File: src/rtl/product_bcd_converter.sv
// Purpose : sequential double-dabble conversion of an 8-bit product to three BCD digits
//           (optional seven-segment decode enabled by defining BCD_SEG_DECODE_EN).
// Latency : 9 clocks from the start-sampling edge to the edge that raises valid.
// Backpr. : none; start is accepted only in IDLE and ignored while busy is high.
module product_bcd_converter (
  input  logic       clk,
  input  logic       rst_n,
  input  logic       start,
  input  logic [7:0] bin_in,
  output logic       busy,
  output logic       valid,
  output logic [3:0] bcd_hundreds,
  output logic [3:0] bcd_tens,
  output logic [3:0] bcd_ones
`ifdef BCD_SEG_DECODE_EN
  ,
  output logic [6:0] seg_hundreds,
  output logic [6:0] seg_tens,
  output logic [6:0] seg_ones
`endif
);

  typedef enum logic [1:0] {
    IDLE  = 2'd0,
    SHIFT = 2'd1,
    DONE  = 2'd2
  } state_t;

  state_t      state_q;
  state_t      state_d;
  logic        load;
  logic        shift_en;
  logic        done_en;

  logic [7:0]  shreg_q;
  logic [11:0] scratch_q;
  logic [11:0] scratch_adj;
  logic [3:0]  cnt_q;

  // add-3 correction applied to one BCD digit before it is doubled
  function automatic logic [3:0] adj3(input logic [3:0] d);
    return (d >= 4'd5) ? (d + 4'd3) : d;
  endfunction

`ifdef BCD_SEG_DECODE_EN
  // active-low seven-segment pattern, bit6=g .. bit0=a
  function automatic logic [6:0] seg7(input logic [3:0] d);
    logic [6:0] s;
    case (d)
      4'd0:    s = 7'b1000000;
      4'd1:    s = 7'b1111001;
      4'd2:    s = 7'b0100100;
      4'd3:    s = 7'b0110000;
      4'd4:    s = 7'b0011001;
      4'd5:    s = 7'b0010010;
      4'd6:    s = 7'b0000010;
      4'd7:    s = 7'b1111000;
      4'd8:    s = 7'b0000000;
      4'd9:    s = 7'b0011000;
      default: s = 7'b1111111;
    endcase
    return s;
  endfunction
`endif

  assign scratch_adj = {adj3(scratch_q[11:8]), adj3(scratch_q[7:4]), adj3(scratch_q[3:0])};

  // state register
  always_ff @(posedge clk) begin
    if (!rst_n) begin
      state_q <= IDLE;
    end else begin
      state_q <= state_d;
    end
  end

  // next-state and datapath control
  always_comb begin
    state_d  = state_q;
    load     = 1'b0;
    shift_en = 1'b0;
    done_en  = 1'b0;
    case (state_q)
      IDLE: begin
        if (start) begin
          load    = 1'b1;
          state_d = SHIFT;
        end
      end
      SHIFT: begin
        shift_en = 1'b1;
        // counter reaching 1 here means this edge performs the eighth shift
        if (cnt_q == 4'd1) begin
          state_d = DONE;
        end
      end
      DONE: begin
        done_en = 1'b1;
        state_d = IDLE;
      end
      default: begin
        state_d = IDLE;
      end
    endcase
  end

  // shift register, BCD scratch and bit counter
  always_ff @(posedge clk) begin
    if (!rst_n) begin
      shreg_q   <= 8'd0;
      scratch_q <= 12'd0;
      cnt_q     <= 4'd0;
    end else if (load) begin
      shreg_q   <= bin_in;
      scratch_q <= 12'd0;
      cnt_q     <= 4'd8;
    end else if (shift_en) begin
      {scratch_q, shreg_q} <= {scratch_adj[10:0], shreg_q, 1'b0};
      cnt_q                <= cnt_q - 4'd1;
    end
  end

  // registered status and result outputs; digits only move on the valid edge
  always_ff @(posedge clk) begin
    if (!rst_n) begin
      busy         <= 1'b0;
      valid        <= 1'b0;
      bcd_hundreds <= 4'd0;
      bcd_tens     <= 4'd0;
      bcd_ones     <= 4'd0;
    end else begin
      busy  <= (state_d != IDLE);
      valid <= done_en;
      if (done_en) begin
        bcd_hundreds <= scratch_q[11:8];
        bcd_tens     <= scratch_q[7:4];
        bcd_ones     <= scratch_q[3:0];
      end
    end
  end

`ifdef BCD_SEG_DECODE_EN
  // segment outputs follow the digits on the same edge
  always_ff @(posedge clk) begin
    if (!rst_n) begin
      seg_hundreds <= 7'b1000000;
      seg_tens     <= 7'b1000000;
      seg_ones     <= 7'b1000000;
    end else if (done_en) begin
      seg_hundreds <= seg7(scratch_q[11:8]);
      seg_tens     <= seg7(scratch_q[7:4]);
      seg_ones     <= seg7(scratch_q[3:0]);
    end
  end
`endif

endmodule

File: config.mk
export PLATFORM = sky130hd
export DESIGN_NAME = product_bcd_converter
export DESIGN_NICKNAME = d
export VERILOG_FILES = /design/src/rtl/product_bcd_converter.sv
export SDC_FILE = /design/constraint.sdc
export NUM_CORES = 1
export LEC_CHECK = 0
export ABC_AREA = 1
export BUFFER_PORTS_ARGS = -buffer_cell sky130_fd_sc_hd__buf_4
export CAP_MARGIN = 5
export CORE_MARGIN = 1
export CORE_UTILIZATION = 56
export CTS_BUF_LIST = sky130_fd_sc_hd__clkbuf_4 sky130_fd_sc_hd__clkbuf_8 sky130_fd_sc_hd__clkbuf_16
export CTS_CLUSTER_SIZE = 25
export DETAILED_ROUTE_END_ITERATION = 10
export PLACE_DENSITY = 0.78
export SLEW_MARGIN = 0
export SYNTH_ARGS = -nofsm -noshare
export SYNTH_HDL_FRONTEND = slang
export SYNTH_SLANG_ARGS = --single-unit
File: constraint.sdc
create_clock -name clk -period 1.56 [get_ports clk]
set_input_delay 0.312 -clock clk [delete_from_list [all_inputs] [get_ports clk]]
set_output_delay 0.312 -clock clk [all_outputs]
set_load 0.005 [all_outputs]
### Yosys cells after proc, flatten, opt, wreduce, memory -nomap -nowiden

Cells that the tools add are included.

* reductions and logical operators: 4
* add/subtract/negate cells: 4
* bitwise logic cells: 1
* equality and inequality tests: 3
* mux-type cells: 14
* $lt $le $gt $ge: 3

Operators by type and width (number)
* 4-bit 2-to-1 mux: 4
* 8-bit 2-to-1 mux: 2
* 4-bit by 3-bit greater-or-equal comparator with 1-bit output (second input constant): 3
* 4-bit by 2-bit adder with 4-bit output (second input constant): 2
* 4-bit by 1-bit == test with 1-bit output (second input constant): 1
* 1-bit 2-to-1 mux: 4
* 2-bit 2-to-1 mux: 2
* 2-bit case mux with 2 select lines: 1
* 2-bit nonzero test: 2
* 4-bit by 1-bit subtractor with 4-bit output (second input constant): 1
* 3-bit by 2-bit adder with 3-bit output (second input constant): 1
* 3-bit 2-to-1 mux: 1
* 2-bit by 1-bit == test with 1-bit output (second input constant): 1
* 2-bit == test (second input constant): 1
* 2-bit zero test: 1
* 2-bit OR reduction: 1
* 1-bit inverter: 1

* output and inout bits: 14
* logic and storage cells: 39
* bits in registers: 40
* input port bits: 11

### Logic depth before layout (Yosys ltp)

* word-level depth: 4
* gate-level depth with buffers: 10

### Worst setup path before layout

No wires, ideal clock.

* path type: flip-flop to flip-flop
* start: reg scratch_q[8]
* end: reg scratch_q[9]
* path buffers: 0
* path slack: 336 ps
* cell stages (with the launch flop): 10
* setup time: 109 ps
* arrival: 1115 ps
* cell sequence: dfxtp_1 > inv_1 > ha_1 > inv_1 > o21ai_0 > nand2_1 > nand2_1 > nand3_1 > nand2_1 > inv_1

* cells in the longest elaborated chain, start to end: 2
* elaborated cells on any way between the ends: 3
* classes of those cells: add/sub (1); order compare (1); mux (1)

RTL lines
* start, declared: RTL line 36 `logic [11:0] scratch_q;`
* start signal, assigned: RTL line 118 `{scratch_q, shreg_q} <= {scratch_adj[10:0], shreg_q, 1'b0};`
* 4-bit by 3-bit greater-or-equal comparator with 1-bit output or 3-bit by 2-bit adder with 3-bit output (tied branches): RTL line 42 `return (d >= 4'd5) ? (d + 4'd3) : d;`
* 3-bit 2-to-1 mux (*): RTL line 42

Mark *: on every way between the ends. The rest lies on a longest branch, timed or not.
A chain may end at the register's enable or synchronous reset.

### Worst setup path after layout

* start: reg scratch_q[9]
* end: reg scratch_q[9]

* cells in the longest elaborated chain, start to end: 2

RTL lines (RTL line)
* 4-bit by 3-bit greater-or-equal comparator with 1-bit output: 42
* 3-bit 2-to-1 mux: 42

Every way passes these cells.

==> results by group <==
STA
  – Setup TNS: 0 ps
  – Minimum clock period: around 1300 ps
  – Final Max Tran Viols: 0
  – Final hold violation count: 0
  – F_max: ~0.75 GHz
  – WHS: a little over 200 ps
  – Tcrit/Tclk final: 0.8542
  – Setup-failing EPs final: 0
  – RSZ-0062 raised after global routing: false
  – Final worst slack: about 230 ps
  – Worst relative slew slack: 0.7699
  – Skew final: approximately 8.9 ps
  – Worst-Margin Slew: 345.2 ps

Global route
  – First-pass GRT wire length: approximately 5.6 mm
  – Grt total ovfl: 0
  – Gr usage total: 0.2133
  – Largest net degree at the start of global routing: 22
  – GR Util met1: 0.2701
  – Met2 Track Usage GR: 0.3435
  – Busiest layer in global routing: met2
  – M3 GR Usage: 0.06550
  – Initial antenna violation count: 0
  – Vias in the first global route: around 1300

Clock network
  – CTS Sinks: 40
  – Num CTS Buffers: 5
  – H-tree lvl count: 2
  – Clock Pin Slew Worst Setup and Hold Paths: around 120 ps
  – Setup Buffers After CTS: 0
  – Worst skew pair latency: 350 ps
  – Clock buffer depth: 2
  – CTS tree: built
  – Root buffer cell: clkbuf_4

Pwr
  – Max IR drop VDD: about 540 uV
  – Leakage power: between 0.0009 and 0.001 uW
  – Total power: ~1900 uW
  – Cell Pwr Density: around 900 mW/mm^2

Floorplanning
  – Die height: just under 60 um
  – I/O pin total: 25
  – Die area: about 0.0035 sq mm
  – Core box area: approximately 0.003 sq mm
  – Starting Density: 0.5951
  – Die Wd: between 50 and 60 um
  – Number of placement rows: 20

Routing
  – Via count: 1584
  – Final wirelength: 3.205 mm
  – Drt pass-1 iters: 4
  – Final ANT Viol Nets: 0
  – Drt wl/cell: 9.984 um
  – Via-to-Cell Ratio: roughly 4.9
  – Drt drc: 0
  – Initial DRC Count: between 40 and 50

Critical path
  – Startpoint types: flip-flop
  – Worst Setup End Kind: flip-flop
  – WP data arrival: approximately 1600 ps
  – WP data required: around 1800 ps
  – Max Fanout on Critical Path: 4
  – FF-to-FF path depth: 9
  – Crit Path Class: reg2reg

Place
  – Gpl congestion: slightly below 0.8
  – Pre-CTS WS: around 140 ps
  – Post-DP HPWL: approximately 2.3 mm
  – Dpl cells: 313
  – Input/output buffers: 24

Outcome
  – Outcome: finished, final reports clean

Synthesis
  – Syn Inst Count: 251
  – Post-synth cell types: 24
  – Synth Net Count: 270
  – Post-synthesis sequential area ratio: 0.4372
  – Area share of the largest cell type after synthesis: 0.4372
  – Synth Cell Area: 0.001832 sq mm
  – Synthesis-stage register bit count: 40
  – Synth Warn #: 0
  – Top post-synthesis cells by area: dfxtp_1 (44%), nand2_1 (13%), inv_1 (6.6%)
  – Syn Area/Cell: about 7.3 sq um
  – Largest area contributor in the netlist: dfxtp_1

Layout
  – Fill cell total of the finished layout: 278
  – Layout cell share with drive strength beyond 1: 0.1697
  – Final cell count without fillers: roughly 320
  – # diodes: 0
  – Nets@finish: just under 300
  – Syn-to-layout area delta: 14.00%

Min path
  – Hold depth: 3
  – Worst hold path class: in2reg

Job
  – Max cap viols: 0
[worst max-delay path: stages (launching register included)]
cell     delay (ps)
dfxtp_1         340
inv_1           120
ha_1            190
inv_1            50
o21ai_1         220
nand2_1         110
nand2_1          70
nand3_1          60
nand2_1          60
inv_1            40
[per-stage QoR]
step	area, sq um	utilization
2_1_floorplan	1832	-
3_3_place_gp	2027	0.6585
3_5_place_dp	2027	0.6585
4_1_cts	2088	0.6785
5_1_grt	2088	0.6785
6_report	2088	0.6785
[cell usage after synthesis]
cell,number
nand2_1,64
dfxtp_1,40
inv_1,32
a21oi_1,21
nand3_1,21
nor2_1,15
o21ai_0,14
ha_1,8
a31oi_1,7
o21ai_1,6
inv_2,5
nor2_2,3
buf_2,2
buf_4,2
buf_6,2
buf_1,1
clkbuf_1,1
nand2_2,1
nand2_4,1
nand3_2,1
nand4_1,1
nor2_8,1
nor3_1,1
o21ai_2,1
[final timing paths]
| kind | start | end | slack (ps) |
|---|---|---|---|
| worst max register to register | scratch_q[9]$_SDFFE_PP0P_ | scratch_q[9]$_SDFFE_PP0P_ | 230 |
| worst max-delay path | scratch_q[9]$_SDFFE_PP0P_ | scratch_q[9]$_SDFFE_PP0P_ | 230 |
| worst min-delay path | bin_in[0] | shreg_q[0]$_SDFFE_PN0P_ | 210 |
| worst min register to register | scratch_q[11]$_SDFFE_PP0P_ | scratch_q[11]$_SDFFE_PP0P_ | 480 |
[power breakdown]
group	switching (uW)	total, uW	internal (uW)
Sequential	28.1	1090	1060
Combinational	150	245	95.3
Clock	335	550	215
[placed cells by master, fill, tap and decap left out]
cell,n
nand2_2,1
inv_2,5
ha_1,8
nand4_1,1
nand3_2,1
o21ai_2,1
o21ai_1,7
nor2_8,1
a21oi_1,21
clkbuf_8,1
o21ai_0,13
nand3_1,21
nand2_4,1
nand2_1,64
nor2_2,3
dfxtp_1,40
clkbuf_4,5
inv_1,32
a31oi_1,7
clkinv_2,2
buf_4,26
nor3_1,1
nor2_1,15
[layer usage]
metal,wire length [um],share of wire
met1,1554,0.48
met2,1462,0.46
met3,151,0.047
met4,37,0.012
met5,0,0
[what timing repair did]
| item | 4_1_cts | 5_1_grt |
|---|---|---|
| setup endpoints to repair | 0 | 2 |
| hold buffers | 0 | 0 |
| resized for setup | 0 | 1 |
[logic make-up (layout without fill, tap and decap cells)]
group | count (synthesis) | after routing | synth area share
and+or+nand+nor | 109 | 109 | 0.2616
AOI/OAI and AO/OA | 49 | 49 | 0.1407
DFF | 40 | 40 | 0.4372
buffers and inverters | 45 | 71 | 0.1059
adders and majority gates | 8 | 8 | 0.05465
[flip-flops by register name, summed over array words and instances, names as in the netlist]
signal        flops
bcd_tens          4
shreg_q           8
cnt_q             4
busy              1
scratch_q        12
bcd_ones          4
bcd_hundreds      4
valid             1
state_q           2
[cell type report]
class                           instances  area, sq um  area share
Clock buffer                            6        51.30     0.02457
Clock inverter                          2        10.01    0.004793
Inverter                               37        138.9     0.06651
Multi-Input combinational cell        166        837.1      0.4008
Sequential cell                        40        800.8      0.3835
Tap cell                               44        55.05     0.02636
Timing Repair Buffer                   26        195.2     0.09347
Note: power is estimated with default switching activity, not from simulation.
